$ cat config.mk
export PLATFORM = sky130hd
export DESIGN_NAME = bbox_multi_engine
export DESIGN_NICKNAME = d
export VERILOG_FILES = /design/src/rtl/bbox_pkg.sv /design/src/rtl/bbox_ch_accum.sv /design/src/rtl/bbox_multi_engine.sv
export SDC_FILE = /design/constraint.sdc
export NUM_CORES = 1
export LEC_CHECK = 0
export ABC_AREA = 0
export CAP_MARGIN = 20
export CORE_MARGIN = 2
export CORE_UTILIZATION = 60
export DETAILED_ROUTE_END_ITERATION = 12
export GPL_TIMING_DRIVEN = 0
export PLACE_DENSITY = 0.91
export SETUP_SLACK_MARGIN = 0.2
export SLEW_MARGIN = 20
export SYNTH_ARGS = -nofsm -noshare
export SYNTH_HDL_FRONTEND = slang
export SYNTH_SLANG_ARGS = --single-unit
$ cat constraint.sdc
create_clock -name clk -period 3.39 [get_ports clk]
set_input_delay 0.678 -clock clk [delete_from_list [all_inputs] [get_ports clk]]
set_output_delay 0.678 -clock clk [all_outputs]
set_load 0.005 [all_outputs]
$ cat src/rtl/bbox_pkg.sv
`default_nettype none
// ============================================================================
//  Module      : bbox_pkg
//  Description : Shared types and constants for the multi-label bounding-box
//                engine: FSM state encoding, per-channel box record, the
//                cleared-box constant and a coordinate-width helper.
//  Revision    : 1.0  initial release
// ============================================================================
package bbox_pkg;

    typedef enum logic [1:0] {
        IDLE  = 2'd0,
        SCAN  = 2'd1,
        DRAIN = 2'd2,
        DONE  = 2'd3
    } state_t;

    // The box record is sized for the widest supported configuration. Each
    // channel zero-extends its own COORD_W/CNT_W registers into it.
    localparam int BBOX_COORD_MAX_W = 16;
    localparam int BBOX_CNT_MAX_W   = 32;

    typedef struct packed {
        logic [BBOX_COORD_MAX_W-1:0] xmin;
        logic [BBOX_COORD_MAX_W-1:0] xmax;
        logic [BBOX_COORD_MAX_W-1:0] ymin;
        logic [BBOX_COORD_MAX_W-1:0] ymax;
        logic [BBOX_CNT_MAX_W-1:0]   count;
    } bbox_t;

    // Mins start at all-ones and maxes at zero so the first hit sets both.
    localparam bbox_t BBOX_CLEAR = '{xmin: '1, xmax: '0, ymin: '1, ymax: '0, count: '0};

    // Bits needed to hold any x or y coordinate of a w x h image.
    function automatic int coord_width(input int w, input int h);
        int m;
        m = (w > h) ? w : h;
        return (m > 1) ? $clog2(m) : 1;
    endfunction

endpackage
`default_nettype wire

$ cat src/rtl/bbox_ch_accum.sv
`default_nettype none
// ============================================================================
//  Module      : bbox_ch_accum
//  Description : One channel's bounding-box accumulator. Tracks min/max x/y
//                and a saturating pixel count.
//  Ports       : clk, rst       - clock, synchronous active-high reset
//                i_clear        - restore the cleared box (wins over update)
//                i_update       - fold (i_x, i_y) into the box
//                i_x, i_y       - pixel coordinate
//                o_box          - current box, zero-extended into bbox_t
//  Revision    : 1.0  initial release
// ============================================================================
module bbox_ch_accum
    import bbox_pkg::*;
#(
    parameter int COORD_W = 11,
    parameter int CNT_W   = 16
) (
    input  logic               clk,
    input  logic               rst,
    input  logic               i_clear,
    input  logic               i_update,
    input  logic [COORD_W-1:0] i_x,
    input  logic [COORD_W-1:0] i_y,
    output bbox_t              o_box
);

    logic [COORD_W-1:0] r_xmin, r_xmax, r_ymin, r_ymax;
    logic [CNT_W-1:0]   r_count;

    always_ff @(posedge clk) begin
        if (rst || i_clear) begin
            r_xmin  <= BBOX_CLEAR.xmin[COORD_W-1:0];
            r_xmax  <= BBOX_CLEAR.xmax[COORD_W-1:0];
            r_ymin  <= BBOX_CLEAR.ymin[COORD_W-1:0];
            r_ymax  <= BBOX_CLEAR.ymax[COORD_W-1:0];
            r_count <= BBOX_CLEAR.count[CNT_W-1:0];
        end else if (i_update) begin
            if (i_x < r_xmin) r_xmin <= i_x;
            if (i_x > r_xmax) r_xmax <= i_x;
            if (i_y < r_ymin) r_ymin <= i_y;
            if (i_y > r_ymax) r_ymax <= i_y;
            if (r_count != {CNT_W{1'b1}}) r_count <= r_count + CNT_W'(1);
        end
    end

    assign o_box = '{xmin:  BBOX_COORD_MAX_W'(r_xmin),
                     xmax:  BBOX_COORD_MAX_W'(r_xmax),
                     ymin:  BBOX_COORD_MAX_W'(r_ymin),
                     ymax:  BBOX_COORD_MAX_W'(r_ymax),
                     count: BBOX_CNT_MAX_W'(r_count)};

endmodule
`default_nettype wire

$ cat src/rtl/bbox_multi_engine.sv
`default_nettype none
// ============================================================================
//  Module      : bbox_multi_engine
//  Description : Raster-scans an IMG_W x IMG_H label image from a synchronous
//                pixel memory and builds a bounding box plus pixel count for
//                labels 1..NUM_CH in a single pass.
//  Ports       : clk, rst        - clock, synchronous active-high reset
//                start           - frame request (accepted in IDLE/DONE)
//                busy, done      - status (SCAN/DRAIN, DONE)
//                rd_en, addr     - pixel read request, addr = y*IMG_W+x
//                rddata          - pixel label, RD_LAT cycles after rd_en
//                res_sel         - result channel (0 selects label 1)
//                res_*           - selected box/count, zero when not valid
//  Revision    : 1.0  initial release
// ============================================================================
module bbox_multi_engine
    import bbox_pkg::*;
#(
    parameter  int IMG_W   = 160,
    parameter  int IMG_H   = 120,
    parameter  int LABEL_W = 4,
    parameter  int NUM_CH  = 4,
    parameter  int RD_LAT  = 1,
    parameter  int ADDR_W  = 15,
    parameter  int COORD_W = 11,
    parameter  int CNT_W   = 16,
    localparam int SEL_W   = (NUM_CH > 1) ? $clog2(NUM_CH) : 1
) (
    input  logic               clk,
    input  logic               rst,
    input  logic               start,
    output logic               busy,
    output logic               done,
    output logic               rd_en,
    output logic [ADDR_W-1:0]  addr,
    input  logic [LABEL_W-1:0] rddata,
    input  logic [SEL_W-1:0]   res_sel,
    output logic               res_valid,
    output logic [COORD_W-1:0] res_xmin,
    output logic [COORD_W-1:0] res_xmax,
    output logic [COORD_W-1:0] res_ymin,
    output logic [COORD_W-1:0] res_ymax,
    output logic [CNT_W-1:0]   res_count
);

    localparam int XY_W = coord_width(IMG_W, IMG_H);
    localparam int NPIX = IMG_W * IMG_H;

    state_t            r_state, w_next;
    logic              w_start_acc, w_last, w_hit;
    logic [XY_W-1:0]   r_x, r_y;
    logic [ADDR_W-1:0] r_addr;
    logic [RD_LAT-1:0] r_tag_v;
    logic [XY_W-1:0]   r_tag_x [RD_LAT];
    logic [XY_W-1:0]   r_tag_y [RD_LAT];
    bbox_t             w_box   [NUM_CH];
    bbox_t             w_sel;
    logic              w_sel_ok;

    assign w_start_acc = start && ((r_state == IDLE) || (r_state == DONE));
    assign w_last      = (r_state == SCAN) && (r_addr == ADDR_W'(NPIX - 1));

    // ---------------------------------------------------------------- FSM
    always_ff @(posedge clk) begin
        if (rst) r_state <= IDLE;
        else     r_state <= w_next;
    end

    always_comb begin
        w_next = r_state;
        case (r_state)
            IDLE, DONE: if (start)       w_next = SCAN;
            SCAN:       if (w_last)      w_next = DRAIN;
            DRAIN:      if (r_tag_v == '0) w_next = DONE;
            default:                     w_next = IDLE;
        endcase
    end

    assign busy  = (r_state == SCAN) || (r_state == DRAIN);
    assign done  = (r_state == DONE);
    assign rd_en = (r_state == SCAN);
    assign addr  = r_addr;

    // ------------------------------------------------------ scan counters
    // The counters return to zero after the last pixel so addr always
    // stays inside the frame.
    always_ff @(posedge clk) begin
        if (rst || w_start_acc || w_last) begin
            r_x    <= '0;
            r_y    <= '0;
            r_addr <= '0;
        end else if (r_state == SCAN) begin
            r_addr <= r_addr + ADDR_W'(1);
            if (r_x == XY_W'(IMG_W - 1)) begin
                r_x <= '0;
                r_y <= r_y + XY_W'(1);
            end else begin
                r_x <= r_x + XY_W'(1);
            end
        end
    end

    // ------------------------------------------------------- tag pipeline
    // Stage RD_LAT-1 lines up with rddata for the same pixel.
    always_ff @(posedge clk) begin
        if (rst) begin
            r_tag_v <= '0;
        end else begin
            r_tag_v[0] <= (r_state == SCAN);
            for (int i = 1; i < RD_LAT; i++) r_tag_v[i] <= r_tag_v[i-1];
        end
    end

    always_ff @(posedge clk) begin
        r_tag_x[0] <= r_x;
        r_tag_y[0] <= r_y;
        for (int i = 1; i < RD_LAT; i++) begin
            r_tag_x[i] <= r_tag_x[i-1];
            r_tag_y[i] <= r_tag_y[i-1];
        end
    end

    // Background and labels above NUM_CH never reach any channel.
    assign w_hit = r_tag_v[RD_LAT-1] && (rddata != '0) && (int'(rddata) <= NUM_CH);

    // ------------------------------------------------------- accumulators
    for (genvar i = 0; i < NUM_CH; i++) begin : g_ch
        bbox_ch_accum #(
            .COORD_W (COORD_W),
            .CNT_W   (CNT_W)
        ) u_acc (
            .clk      (clk),
            .rst      (rst),
            .i_clear  (w_start_acc),
            .i_update (w_hit && (int'(rddata) == i + 1)),
            .i_x      (COORD_W'(r_tag_x[RD_LAT-1])),
            .i_y      (COORD_W'(r_tag_y[RD_LAT-1])),
            .o_box    (w_box[i])
        );
    end

    // ---------------------------------------------------------- result mux
    always_comb begin
        w_sel    = '0;
        w_sel_ok = 1'b0;
        for (int i = 0; i < NUM_CH; i++) begin
            if (int'(res_sel) == i) begin
                w_sel    = w_box[i];
                w_sel_ok = 1'b1;
            end
        end
    end

    assign res_valid = w_sel_ok && (w_sel.count != '0);
    assign res_xmin  = res_valid ? w_sel.xmin[COORD_W-1:0] : '0;
    assign res_xmax  = res_valid ? w_sel.xmax[COORD_W-1:0] : '0;
    assign res_ymin  = res_valid ? w_sel.ymin[COORD_W-1:0] : '0;
    assign res_ymax  = res_valid ? w_sel.ymax[COORD_W-1:0] : '0;
    assign res_count = res_valid ? w_sel.count[CNT_W-1:0]  : '0;

endmodule
`default_nettype wire

# Yosys cells after proc, flatten, opt, wreduce, memory -nomap -nowiden
# Memories as Yosys holds them, arrays and structs flattened.
# Index checks and enable logic that the tools add are counted.
dict set report word_totals {
  ram_bits 16
  register_bits 250
  wordCells 128
  n_memories 2
  input_bits 9
}
# memory depth width read_ports rd_clocked_by_memory_dff wr line
set mem_list {}
lappend mem_list {r_tag_x 1 8 1 0 1 bbox_multi_engine.sv:54} ;# logic [XY_W-1:0] r_tag_x [RD_LAT];
lappend mem_list {r_tag_y 1 8 1 0 1 bbox_multi_engine.sv:55} ;# logic [XY_W-1:0] r_tag_y [RD_LAT];
dict set report classes {
  magnitude_cmp 17
  eq_ne 19
  mux 18
  add_sub_neg 7
  reduce_logical 40
}
# op count
set ops {}
lappend ops {{91-bit 2-to-1 mux} 4}
lappend ops {{8-bit by 11-bit < comparator with 1-bit output} 8}
lappend ops {{16-bit by 1-bit adder with 16-bit output (second input constant)} 4}
lappend ops {{8-bit greater-than comparator} 8}
lappend ops {{16-bit inequality test (second input constant)} 4}
lappend ops {{11-bit 2-to-1 mux} 4}
lappend ops {{2-bit AND reduction} 21}
lappend ops {{32-bit nonzero test} 1}
lappend ops {{8-bit by 1-bit adder with 8-bit output (second input constant)} 2}
lappend ops {{16-bit 2-to-1 mux} 1}
lappend ops {{15-bit by 1-bit adder with 15-bit output (second input constant)} 1}
lappend ops {{15-bit equality test (second input constant)} 1}
lappend ops {{1-bit logical AND} 9}
lappend ops {{2-bit equality test (second input constant)} 4}
lappend ops {{4-bit by 3-bit equality test with 1-bit output (second input constant)} 2}
lappend ops {{8-bit equality test (second input constant)} 1}
lappend ops {{8-bit 2-to-1 mux} 1}
lappend ops {{2-bit 2-to-1 mux} 3}
lappend ops {{2-bit case mux with 3 select lines} 1}
lappend ops {{2-bit by 1-bit equality test with 1-bit output (second input constant)} 2}
lappend ops {{4-bit by 2-bit equality test with 1-bit output (second input constant)} 1}
lappend ops {{4-bit equality test (second input constant)} 1}
lappend ops {{4-bit by 3-bit less-or-equal comparator with 1-bit output (second input constant)} 1}
lappend ops {{2-bit logical NOT} 2}
lappend ops {{7 further kinds} 14}

# Depth between registers and ports, before layout
# Gate-level depths: netlist of the first run.
dict set report depth {
  ltp_word 8
  depth_mapped 9
}

# Hierarchy
# From an unflattened synthesis of the first run, not the netlist that was laid out.
dict set report hier_totals {
  cells_unflattened 2179
  hier_area_um2 19552.5
}
# mod cells_per_inst n_inst area_per_inst_um2 seq_area_each_um2
set modules_own_cells {}
lappend modules_own_cells {bbox_ch_accum 456 4 3843.7 1201.2}
lappend modules_own_cells {bbox_multi_engine 355 1 4177.8 1001.0}

# Worst setup path after synthesis of the first run
# Ideal clock, no wire load.
dict set report synth_timing {
  path_type {input to output}
  startpoint {in res_sel[0]}
  endpoint {out res_ymin[10]}
  n_path_buf 5
  path_slack_ns 0.180
  cell_stages 9
  required_ns 2.712
  arrival_ns 2.532
  path_cell_list {buf_2 buf_2 mux4_2 nor4_1 and4_1 buf_2 buf_4 nor2b_1 buf_4}
}
dict set report synth_between {
  elab_chain_cells 8
  word_cells_on_any_way 15
  classes_between {3 x eq/ne; 9 x mux; 3 x reduce/logical}
}
# item line
set synth_rtl {}
lappend synth_rtl {{start, declared} bbox_multi_engine.sv:37} ;# input logic [SEL_W-1:0] res_sel,
lappend synth_rtl {{2-bit logical NOT} bbox_multi_engine.sv:147} ;# if (int'(res_sel) == i) begin
lappend synth_rtl {{91-bit 2-to-1 mux (4 in series)} bbox_multi_engine.sv:147}
lappend synth_rtl {{32-bit nonzero test} bbox_multi_engine.sv:154} ;# assign res_valid = w_sel_ok && (w_sel.count != '0);
lappend synth_rtl {{1-bit logical AND} bbox_multi_engine.sv:154}
lappend synth_rtl {{11-bit 2-to-1 mux (*)} bbox_multi_engine.sv:157} ;# assign res_ymin = res_valid ? w_sel.ymin[COORD_W-1:0] : '0;
lappend synth_rtl {{end, declared} bbox_multi_engine.sv:41} ;# output logic [COORD_W-1:0] res_ymin,
# Mark *: on every way between the ends. The rest lies on a longest branch, timed or not.

# Worst setup path after layout of the first run
dict set report layout_timing {
  startpoint {in res_sel[1]}
  endpoint {out res_xmin[5]}
}
dict set report layout_between {
  elab_chain_cells 8
  word_cells_on_any_way 15
  classes_between {3 x eq/ne; 9 x mux; 3 x reduce/logical}
}
# item line
set layout_rtl {}
lappend layout_rtl {{2-bit logical NOT} bbox_multi_engine.sv:147}
lappend layout_rtl {{91-bit 2-to-1 mux (4 in series)} bbox_multi_engine.sv:147}
lappend layout_rtl {{32-bit nonzero test} bbox_multi_engine.sv:154}
lappend layout_rtl {{1-bit logical AND} bbox_multi_engine.sv:154}
lappend layout_rtl {{11-bit 2-to-1 mux (*)} bbox_multi_engine.sv:155} ;# assign res_xmin = res_valid ? w_sel.xmin[COORD_W-1:0] : '0;
lappend layout_rtl {{end, declared} bbox_multi_engine.sv:39} ;# output logic [COORD_W-1:0] res_xmin,
# Marks and branches as above.

==> results.py, run 1 <==
metrics = {
    "status": {
        "outcome": "complete, but fails checks",
        "violations": "negative setup slack",
    },
    "synth": {
        "dominantRegCellSynth": "dfxtp_1",
        "synth-async-reset-ratio_pct": 0,
        "syn_area_per_cell_um2": 9.250,
        "synth_area_leaders": "dfxtp_1 (35%), ha_1 (11%), mux2i_1 (9.2%), mux4_2 (7.8%), nor2_1 (4.9%)",
        "yosys_register_bits": 250,
        "yosysTopAreaCell": "dfxtp_1",
        "netlist_instances": 1559,
        "seq_area_frac_synth_pct": 34.70,
        "syn-cell-area_mm2": 0.01442,
        "synth_edf_count": 0,
        "yosysUniqueCellTypes": 68,
        "synth.top_cell.area_share_pct": 34.70,
        "synth-warning-count": 0,
    },
    "timing": {
        "whs_ns": 0.3701,
        "drv_slew": 0,
        "final_hold_viol_count": 0,
        "tightest_slew_ns": 1.153,
        "slew-limit-headroom_pct": 22.61,
        "setup_viol": 10,
        "skew_ns": 0.01178,
        "period_share_pct": 100.4,
        "layout_setup_ws_ns": -0.01195,
        "min_period_ns": 3.402,
        "rsz0062_at_grt": "true",
        "fmax_mhz": 293.9,
    },
    "worst_setup_path": {
        "r2r-start": "r_state[0]",
        "crit_arrival_ns": 2.72,
        "reg2reg_depth": 7,
        "worstPathRequired_ns": 2.71,
        "crit_path_end_kind": "output port",
        "crit_family": "buffers and inverters",
        "cp-start-kind": "primary input",
        "cpPeakStageDelay_ns": 0.37,
        "cp_max_fo": 10,
        "crit_type": "in2out",
        "startpoint": "res_sel[1]",
        "crit_chain": "clkbuf_2 -> buf_6 -> mux4_2 -> nor4_2 -> and4_4 -> buf_12 -> buf_12 -> buf_8 -> buf_6 -> nor2b_1 -> buf_2",
        "crit_buf_inv": 7,
        "crit_slowest_cell": "mux4_2",
        "path_depth": 11,
    },
    "clocking": {
        "cts_root_buf": "clkbuf_16",
        "cts_buffers": 27,
        "cts_max_level": 1,
        "cts_tree": "built",
        "clockBufferDepth": 3,
        "clock_sinks": 250,
        "clk_pin_slew_worst_paths_ns": 0.06,
        "clk_latency_ns": 0.55,
    },
    "route": {
        "antenna_left": 0,
        "drt-vias-per-instance": 6.646,
        "drt_wl_total_um": 46650,
        "vias": 13480,
        "drt_iter0_drc": 1782,
        "wl_per_cell_um": 22.99,
        "drtPass1Iterations": 7,
        "drc_errors": 0,
    },
    "hold_path": {
        "hold_depth": 0,
        "hold_class": "reg2reg",
        "min-delay-start": "r_y[7]",
    },
    "power_and_ir_drop": {
        "p_leak_nw": 7.870,
        "peakVddDrop_uv": 381.8,
        "p_per_area_mw_per_mm2": 434.8,
        "power_mw": 7.361,
    },
    "grt": {
        "grt_max_degree": 15,
        "antenna_found_initial": 0,
        "grt_pass1_vias": 13330,
        "grt_use_total_pct": 35.42,
        "grt_remaining_overflow": 0,
        "grt_pass1_wl_um": 72200,
    },
    "die": {
        "rows": 56,
        "die_h_um": 159.0,
        "die_x_um": 159.0,
        "die-area_mm2": 0.02529,
        "coreArea_mm2": 0.02354,
        "io_pins": 88,
        "start_util_pct": 61.26,
    },
    "placement": {
        "portBuffers": 79,
        "place_congestion": 0.9700,
        "dp_hpwl_um": 28910,
    },
    "finish": {
        "mostFrequentLayoutCell": "dfxtp_1",
        "final_cell_mix": "dfxtp_1 (244), nor2_1 (187), mux2i_1 (133)",
        "antenna_cells": 0,
        "drive_gt1_share_pct": 13.33,
        "area_growth_pct": 17.38,
        "fin_nets": 1831,
    },
    "flow_run": {
        "maxCapViolations": 0,
    },
}
==> flip-flops by register name, indices dropped and copies added, names as in the netlist <==
signal and count:
g_ch.u_acc.r_ymin 36, g_ch.u_acc.r_xmin 36, g_ch.u_acc.r_ymax 32, g_ch.u_acc.r_xmax 32, r_tag_v 1, g_ch.u_acc.r_count 64
r_tag_y 8, r_state 2, r_tag_x 8, addr 15, r_x 8, r_y 8
==> worst paths after layout <==
check / end / slack, ns
max: res_xmin[5] / -0.01
min: r_tag_y[0][7] / 0.37
max reg2reg: g_ch[1].u_acc.r_count[12] / 0.21
min reg2reg: r_tag_y[0][7] / 0.37
==> kinds of logic after synthesis <==
group           share of synthesized area (%)
buf+inv                                 5.639
fa+ha+maj                               11.37
xor+xnor                                4.191
simple gates                            18.60
other cells                           0.02600
compound gates                          8.433
flops                                   34.70
mux                                     17.04
==> through the flow <==
stage,TNS (ns),instance area (µm²),worst slack [ns],std cells,util (%)
after floorplan,0,14440,0.2097,1564,-
after global placement,-20.16,15630,-0.6937,1962,66.40
after detailed placement,-23.65,15650,-0.7621,1962,66.45
after CTS,0,16860,0.07501,2029,71.61
after global routing,-0.6319,16930,-0.07251,2029,71.90
final,-0.05552,16930,-0.01195,2029,71.90
==> metal layers <==
| metal | track usage (%) | share of wire (%) | vias up |
|---|---|---|---|
| met5 | 0 | 0 | - |
| met4 | 21.24 | 7.6 | 0 |
| met3 | 8.726 | 12 | 348 |
| met2 | 56.66 | 44 | 1127 |
| met1 | 43.41 | 36 | 6273 |
| li1 | - | - | 5736 |
==> timing repair <==
action	CTS	global route
hold buffers	0	0
buffers inserted	17	0
endpoints found under the setup margin	40	83
pin swaps	3	1
cloned	2	0
resized for setup	214	5
==> report_power, final <==
part	internal, mW	switching (mW)
logic	0.305	0.779
registers	2.98	0.0643
clock network	1.94	1.29
==> final cells by class <==
| cell class | count | area [µm²] |
|---|---|---|
| Buffer | 67 | 442.9 |
| Clock buffer | 32 | 744.5 |
| Clock inverter | 16 | 214.0 |
| Fill cell | 1550 | 6615 |
| Inverter | 131 | 491.7 |
| Multi-Input combinational cell | 1116 | 8763 |
| Sequential cell | 250 | 5012 |
| Tap cell | 319 | 399.1 |
| Timing Repair Buffer | 98 | 859.6 |
==> cells in the mapped netlist (all sizes together) (5+ instances only) <==
cell type / instances
dfxtp: 250
nor2: 188
mux2i: 133
ha: 131
inv: 131
nand2: 131
mux4: 50
xor2: 50
nor2b: 46
a21oi: 45
nand4: 45
clkbuf: 38
nand3: 37
o21ai: 31
buf: 29
and3: 25
a21o: 23
o211ai: 22
xnor2: 19
nor4: 14
a31oi: 11
nand2b: 11
nor3: 11
a211o: 8
and2: 6
o31ai: 6
a211oi: 5
a21boi: 5
o2111ai: 5
or2: 5
Power figures use the tool's default switching activity.
==> inputs of run 2 (changes only) <==
--- a/config.mk
+++ b/config.mk
@@ -9,6 +9,7 @@
 export CAP_MARGIN = 20
 export CORE_MARGIN = 2
 export CORE_UTILIZATION = 60
+export CTS_CLUSTER_SIZE = 14
 export DETAILED_ROUTE_END_ITERATION = 12
 export GPL_TIMING_DRIVEN = 0
 export PLACE_DENSITY = 0.91
==> results of run 2 <==
Final layout, timing and power as in run 1 (identical DEF).
